### src/rtl/mem_arbiter_pkg.sv
// Shared definitions for the fetch/data memory arbiter: state encoding and
// default bus widths.
package mem_arbiter_pkg;

  localparam int ADDR_W_DEF = 32;
  localparam int DATA_W_DEF = 32;

  typedef enum logic [1:0] {
    ST_IDLE  = 2'd0,
    ST_FETCH = 2'd1,
    ST_DATA  = 2'd2,
    ST_DRAIN = 2'd3
  } state_t;

endpackage

### src/rtl/mem_arbiter_watchdog_counter.sv
// Counts unacknowledged memory-request cycles and flags the cycle in which
// the count reaches TIMEOUT_CYCLES; a zero limit disables the watchdog.
module watchdog_counter #(
  parameter int TIMEOUT_CYCLES = 16,
  parameter int CNT_W          = 5
) (
  input  logic clk,
  input  logic rst,
  input  logic clr,
  input  logic inc,
  output logic expired
);

  logic [CNT_W-1:0] r_cnt;

  always_ff @(posedge clk) begin
    if (rst || clr) begin
      r_cnt <= '0;
    end else if (inc) begin
      r_cnt <= r_cnt + 1'b1;
    end
  end

  // Fires on the increment that would make the count equal the limit, so the
  // request is dropped after exactly TIMEOUT_CYCLES unacknowledged cycles.
  generate
    if (TIMEOUT_CYCLES == 0) begin : g_off
      assign expired = 1'b0;
    end else begin : g_on
      assign expired = inc && (r_cnt == CNT_W'(TIMEOUT_CYCLES - 1));
    end
  endgenerate

endmodule

### src/rtl/mem_arbiter.sv
// Arbitrates one single-port memory between instruction fetch and the MEM
// stage; data wins, flushed fetches are drained, stuck requests time out.
module mem_arbiter
  import mem_arbiter_pkg::*;
#(
  parameter int ADDR_W         = ADDR_W_DEF,
  parameter int DATA_W         = DATA_W_DEF,
  parameter int TIMEOUT_CYCLES = 16,
  parameter int CNT_W          = 5
) (
  input  logic              clk,
  input  logic              rst,
  input  logic              if_req,
  input  logic [ADDR_W-1:0] if_addr,
  input  logic              if_flush,
  output logic [DATA_W-1:0] if_inst,
  output logic              if_valid,
  output logic              freeze,
  input  logic              dm_rd_en,
  input  logic              dm_wr_en,
  input  logic [ADDR_W-1:0] dm_addr,
  input  logic [DATA_W-1:0] dm_wdata,
  output logic [DATA_W-1:0] dm_rdata,
  output logic              dm_ready,
  output logic              mem_req,
  output logic              mem_we,
  output logic [ADDR_W-1:0] mem_addr,
  output logic [DATA_W-1:0] mem_wdata,
  input  logic [DATA_W-1:0] mem_rdata,
  input  logic              mem_ack,
  output logic              bus_err
);

  state_t r_state, w_next;
  logic   w_take_data, w_take_fetch, w_fetch_done, w_data_done, w_release;
  logic   w_wd_clr, w_wd_inc, w_expired;

  assign freeze   = if_req & ~if_valid;
  assign w_wd_inc = mem_req & ~mem_ack;
  assign w_wd_clr = (w_next != r_state) && (w_next != ST_IDLE);

  watchdog_counter #(
    .TIMEOUT_CYCLES(TIMEOUT_CYCLES),
    .CNT_W         (CNT_W)
  ) u_watchdog (
    .clk    (clk),
    .rst    (rst),
    .clr    (w_wd_clr),
    .inc    (w_wd_inc),
    .expired(w_expired)
  );

  always_ff @(posedge clk) begin
    if (rst) begin
      r_state <= ST_IDLE;
    end else begin
      r_state <= w_next;
    end
  end

  always_comb begin
    w_next       = r_state;
    w_take_data  = 1'b0;
    w_take_fetch = 1'b0;
    w_fetch_done = 1'b0;
    w_data_done  = 1'b0;
    w_release    = 1'b0;
    case (r_state)
      ST_IDLE: begin
        if (dm_rd_en || dm_wr_en) begin
          w_take_data = 1'b1;
          w_next      = ST_DATA;
        end else if (if_req) begin
          w_take_fetch = 1'b1;
          w_next       = ST_FETCH;
        end
      end
      // An ack always beats the watchdog; a timeout beats a late flush.
      ST_FETCH: begin
        if (mem_ack) begin
          w_release    = 1'b1;
          w_fetch_done = ~if_flush;
          w_next       = ST_IDLE;
        end else if (w_expired) begin
          w_release = 1'b1;
          w_next    = ST_IDLE;
        end else if (if_flush) begin
          w_next = ST_DRAIN;
        end
      end
      ST_DRAIN: begin
        if (mem_ack || w_expired) begin
          w_release = 1'b1;
          w_next    = ST_IDLE;
        end
      end
      ST_DATA: begin
        if (mem_ack) begin
          w_release   = 1'b1;
          w_data_done = 1'b1;
          w_next      = ST_IDLE;
        end else if (w_expired) begin
          w_release = 1'b1;
          w_next    = ST_IDLE;
        end
      end
      default: w_next = ST_IDLE;
    endcase
  end

  always_ff @(posedge clk) begin
    if (rst) begin
      mem_req   <= 1'b0;
      mem_we    <= 1'b0;
      mem_addr  <= '0;
      mem_wdata <= '0;
      if_inst   <= '0;
      if_valid  <= 1'b0;
      dm_rdata  <= '0;
      dm_ready  <= 1'b0;
      bus_err   <= 1'b0;
    end else begin
      if_valid <= w_fetch_done;
      dm_ready <= w_data_done;
      if (w_take_data) begin
        mem_req   <= 1'b1;
        mem_we    <= dm_wr_en;
        mem_addr  <= dm_addr;
        mem_wdata <= dm_wdata;
      end else if (w_take_fetch) begin
        mem_req  <= 1'b1;
        mem_we   <= 1'b0;
        mem_addr <= if_addr;
      end else if (w_release) begin
        mem_req <= 1'b0;
      end
      if (w_fetch_done) begin
        if_inst <= mem_rdata;
      end
      if (w_data_done && !mem_we) begin
        dm_rdata <= mem_rdata;
      end
      if (w_expired) begin
        bus_err <= 1'b1;
      end
    end
  end

endmodule

### config.mk
export PLATFORM = sky130hd
export DESIGN_NAME = mem_arbiter
export DESIGN_NICKNAME = d
export VERILOG_FILES = /design/src/rtl/mem_arbiter_pkg.sv /design/src/rtl/mem_arbiter_watchdog_counter.sv /design/src/rtl/mem_arbiter.sv
export SDC_FILE = /design/constraint.sdc
export NUM_CORES = 1
export LEC_CHECK = 0
export CAP_MARGIN = 20
export CORE_MARGIN = 3
export CORE_UTILIZATION = 40
export CTS_CLUSTER_DIAMETER = 120
export DETAILED_ROUTE_END_ITERATION = 16
export PLACE_DENSITY = 0.8
export SYNTH_ARGS = -nofsm -noshare
export SYNTH_HDL_FRONTEND = slang
export SYNTH_SLANG_ARGS = --single-unit
### constraint.sdc
create_clock -name clk -period 2.85 [get_ports clk]
set_input_delay 0.4275 -clock clk [delete_from_list [all_inputs] [get_ports clk]]
set_output_delay 0.4275 -clock clk [all_outputs]
set_load 0.05 [all_outputs]
==> impl_metrics.prom <==
# TYPE chip_impl_metric gauge
chip_impl_info{name="unrepaired_setup_endpoints_after_global_routing",value="false"} 1
chip_impl_metric{name="gpl.final_weighted_congestion",unit=""} 0.823
chip_impl_metric{name="worst_ir_drop_vdd",unit="V"} 0.000526
chip_impl_metric{name="skew",unit="ns"} 0.00869
chip_impl_metric{name="floorplan.die.width",unit="µm"} 122
chip_impl_metric{name="dieArea",unit="µm²"} 15000
chip_impl_metric{name="timing.max_slew.rel_slack",unit=""} 0.575
chip_impl_info{name="run_status",value="finished clean"} 1
chip_impl_metric{name="postSynthNetCount",unit=""} 814
chip_impl_metric{name="hold_violations",unit=""} 0
chip_impl_metric{name="maximum_number_of_pins_on_one_net_before_global_route_repair",unit=""} 68
chip_impl_metric{name="final-seq-area",unit="µm²"} 2800
chip_impl_metric{name="drv_cap",unit=""} 0
chip_impl_metric{name="power.share.combinational",unit=""} 0.203
chip_impl_metric{name="drt-wirelength-per-cell",unit="µm"} 15.3
chip_impl_metric{name="post_synth_edffs",unit=""} 0
chip_impl_metric{name="synth_seq_cells",unit=""} 140
chip_impl_info{name="cp_startpoint",value="if_req"} 1
chip_impl_metric{name="final_critical_path_setup_slack",unit="ns"} 0.574
chip_impl_metric{name="hpwlAfterDp",unit="µm"} 11900
chip_impl_metric{name="ant_nets",unit=""} 0
chip_impl_metric{name="die_height",unit="µm"} 122
chip_impl_metric{name="remaining_design_rule_violation_count",unit=""} 0
chip_impl_metric{name="worst_pin_slew",unit="ns"} 0.635
chip_impl_metric{name="drv_slew",unit=""} 0
chip_impl_metric{name="cts_hold_buf",unit=""} 0
chip_impl_metric{name="numPortBuffers",unit=""} 268
chip_impl_metric{name="final_net_count",unit=""} 1059
chip_impl_metric{name="yosysSeqAreaShare",unit=""} 0.517
chip_impl_metric{name="dpl_worst_slack",unit="ns"} 0.362
chip_impl_metric{name="detailedRoute.firstIterationViolations",unit=""} 284
chip_impl_metric{name="critical_path_peak_fanout",unit=""} 28
chip_impl_metric{name="placed_cells_incl_taps",unit=""} 1070
chip_impl_metric{name="initial_util",unit=""} 0.419
chip_impl_metric{name="cts_resized",unit=""} 0
chip_impl_metric{name="syn-cell-area",unit="µm²"} 5420
chip_impl_info{name="yosys.area.top_type",value="sky130_fd_sc_hd__dfxtp_1"} 1
chip_impl_metric{name="first_pass_grt_wire_length",unit="µm"} 25800
chip_impl_metric{name="post_route_cells_drive_above_1_share",unit=""} 0.0591
chip_impl_metric{name="synthesis.instances",unit=""} 673
chip_impl_metric{name="report.final.setup_viol",unit=""} 0
chip_impl_info{name="leading_cell_types_by_count_after_synthesis",value="sky130_fd_sc_hd__nand2_1 (196), sky130_fd_sc_hd__dfxtp_1 (140), sky130_fd_sc_hd__a21oi_1 (100)"} 1
chip_impl_metric{name="drt-vias-per-instance",unit=""} 4.93
chip_impl_metric{name="top_level_ports",unit=""} 269
chip_impl_metric{name="cts.sink_count",unit=""} 140
chip_impl_metric{name="timing.critical_path.arrival",unit="ns"} 1.85
chip_impl_metric{name="min_period",unit="ns"} 2.28
chip_impl_metric{name="yosysWarningCount",unit=""} 0
chip_impl_info{name="setup.worst_path.start_class",value="input pin"} 1
chip_impl_info{name="ys.flop_type",value="sky130_fd_sc_hd__dfxtp_1"} 1
chip_impl_metric{name="area_of_combinational_cells_with_multiple_inputs",unit="µm²"} 2390
chip_impl_metric{name="drt-pass1-iter-count",unit=""} 4
chip_impl_metric{name="post_layout_nonfiller_instances",unit=""} 1103
chip_impl_metric{name="yosysUniqueCellTypes",unit=""} 36
chip_impl_metric{name="final_hold_slack",unit="ns"} 0.410
chip_impl_metric{name="rows",unit=""} 41
chip_impl_info{name="cp-end-kind",value="output pin"} 1
chip_impl_metric{name="worst_skew_pair_later_pin_latency",unit="ns"} 0.42
chip_impl_metric{name="ys_async_sr_fraction",unit=""} 0
chip_impl_metric{name="static-leakage-power",unit="nW"} 3.21
chip_impl_metric{name="n_antenna_cell",unit=""} 0
chip_impl_metric{name="cell_internal_pwr",unit="mW"} 4.28
chip_impl_info{name="clk_root_buffer_cell",value="sky130_fd_sc_hd__clkbuf_16"} 1
chip_impl_metric{name="totalNegativeSetupSlack",unit="ns"} 0
chip_impl_metric{name="synthDominantCellAreaShare",unit=""} 0.517
chip_impl_metric{name="tritoncts.num_buffers",unit=""} 17
chip_impl_metric{name="count_of_vias_placed_by_the_detailed_router",unit=""} 5440
chip_impl_info{name="min_from",value="rst"} 1
chip_impl_metric{name="clk_pin_slew_worst_paths",unit="ns"} 0.05
chip_impl_metric{name="synthToLayoutAreaGrowth",unit="%"} 64.8
chip_impl_metric{name="filler_cell_count",unit=""} 1065
chip_impl_metric{name="power.net_switching",unit="mW"} 1.62
chip_impl_metric{name="worst_path_required",unit="ns"} 2.42
chip_impl_metric{name="overflow",unit=""} 0
chip_impl_info{name="synth_most_common_cell",value="sky130_fd_sc_hd__nand2_1"} 1
chip_impl_metric{name="ctsLongestPathBuffers",unit=""} 2
chip_impl_metric{name="ctsHtreeMaxLevel",unit=""} 4
chip_impl_metric{name="grtUsageTotal",unit=""} 0.220
chip_impl_metric{name="synthesis.area_per_instance",unit="µm²"} 8.05
chip_impl_info{name="min-delay-path-class",value="input pin to flop"} 1
chip_impl_info{name="regToRegStartpoint",value="u_watchdog.r_cnt[0]"} 1
chip_impl_metric{name="antenna_found_initial",unit=""} 0
chip_impl_metric{name="fmax",unit="MHz"} 439
chip_impl_metric{name="power.share.sequential",unit=""} 0.362
chip_impl_metric{name="power.density_cell_area",unit="nW/µm²"} 660
chip_impl_metric{name="first_global_vias",unit=""} 5117
chip_impl_metric{name="post-cts-setup-buffer-count",unit=""} 0
chip_impl_info{name="tritoncts",value="done"} 1
chip_impl_metric{name="clock_power_share",unit=""} 0.435
chip_impl_info{name="synth.top_cells.by_area",value="sky130_fd_sc_hd__dfxtp_1 (52%), sky130_fd_sc_hd__nand2_1 (14%), sky130_fd_sc_hd__a21oi_1 (9.2%), sky130_fd_sc_hd__nand3b_1 (4.6%), sky130_fd_sc_hd__a211oi_1 (4.4%)"} 1
chip_impl_metric{name="netSwitchingFraction",unit=""} 0.274
chip_impl_metric{name="final.period_utilization",unit=""} 0.798
chip_impl_metric{name="core-area",unit="µm²"} 12900
chip_impl_metric{name="totalWireLength",unit="µm"} 16900
chip_impl_info{name="critPathKind",value="input pin to output pin"} 1
==> cell usage in the layout, fill, tap and decap left out, types with 2 or more instances in the layout <==
master	count
sky130_fd_sc_hd__nand3b_1	33
sky130_fd_sc_hd__nand2_1	196
sky130_fd_sc_hd__clkbuf_16	17
sky130_fd_sc_hd__a21oi_1	100
sky130_fd_sc_hd__buf_12	2
sky130_fd_sc_hd__nor3_1	5
sky130_fd_sc_hd__inv_1	5
sky130_fd_sc_hd__nor2b_1	2
sky130_fd_sc_hd__o21ai_0	35
sky130_fd_sc_hd__nor2_2	2
sky130_fd_sc_hd__xor2_1	2
sky130_fd_sc_hd__a211oi_1	32
sky130_fd_sc_hd__clkdlybuf4s50_1	266
sky130_fd_sc_hd__nor2_1	39
sky130_fd_sc_hd__ha_1	6
sky130_fd_sc_hd__buf_4	11
sky130_fd_sc_hd__clkbuf_8	4
sky130_fd_sc_hd__a211o_1	2
sky130_fd_sc_hd__dfxtp_1	140
sky130_fd_sc_hd__clkinvlp_4	2
sky130_fd_sc_hd__bufinv_16	6
==> critical path, stage by stage <==
cell and delay [ns]:
sky130_fd_sc_hd__clkdlybuf4s50_1 0.47, sky130_fd_sc_hd__buf_4 0.17, sky130_fd_sc_hd__buf_4 0.29, sky130_fd_sc_hd__nor2b_1 0.31, sky130_fd_sc_hd__buf_12 0.18
==> power by group through the flow <==
stage	registers, mW	clock network (mW)	logic (mW)
4_1_cts	2.14	2.60	1.20
3_3_place_gp	2.17	0	1.19
3_5_place_dp	2.18	0	1.19
5_1_grt	2.15	2.69	1.27
2_1_floorplan	2.56	0	0.302
6_report	2.14	2.56	1.20
==> kinds of logic (layout without fill, tap and decap cells) <==
group,after synthesis,after routing,synth area share
muxes,1,1,0.00185
adders and majority gates,6,6,0.0139
AOI/OAI and AO/OA,179,179,0.191
DFF,140,140,0.517
xor gates and xnor gates,3,3,0.00485
and+or+nand+nor,285,285,0.227
buffers and inverters,59,317,0.0446
==> path summary, 6_finish.rpt <==
path / endpoint / slack, ns / cells past startpoint
min reg2reg: if_inst[13] / 0.45 / 2
max reg2reg: u_watchdog.r_cnt[2] / 0.67 / 7
min: mem_we / 0.41 / 2
max: freeze / 0.57 / 5
==> flip-flops by register name, summed over array words and instances (netlist names) <==
name / flops
u_watchdog.r_cnt: 5
if_inst: 32
mem_we: 1
mem_req: 1
bus_err: 1
dm_rdata: 32
mem_addr: 32
r_state: 2
if_valid: 1
mem_wdata: 32
dm_ready: 1
==> per-stage QoR <==
stage	power, mW	util	instance area [µm²]
CTS	5.93	0.689	8900
floorplan	2.86	-	5420
global route	6.11	0.691	8930
detailed placement	3.37	0.635	8210
finish	5.89	0.691	8930
global placement	3.36	0.635	8210
==> layout make-up <==
type / count / share of cell area
well taps: 172 / 0.0241
repair buffers: 280 / 0.315
clock inverters: 10 / 0.0234
inverters: 5 / 0.00210
multi-input cells: 474 / 0.267
clock buffers: 22 / 0.0542
flip-flops and latches: 140 / 0.314
==> per-layer routing <==
layer / vias up / share of wire / wire, µm / global-route usage
li1: 2746 / - / - / -
met1: 2464 / 0.39 / 6610 / 0.246
met2: 209 / 0.49 / 8330 / 0.375
met3: 21 / 0.099 / 1680 / 0.0949
met4: 0 / 0.016 / 269 / 0.0735
met5: - / 0 / 0 / 0
Note: power is estimated with default switching activity, not from simulation.
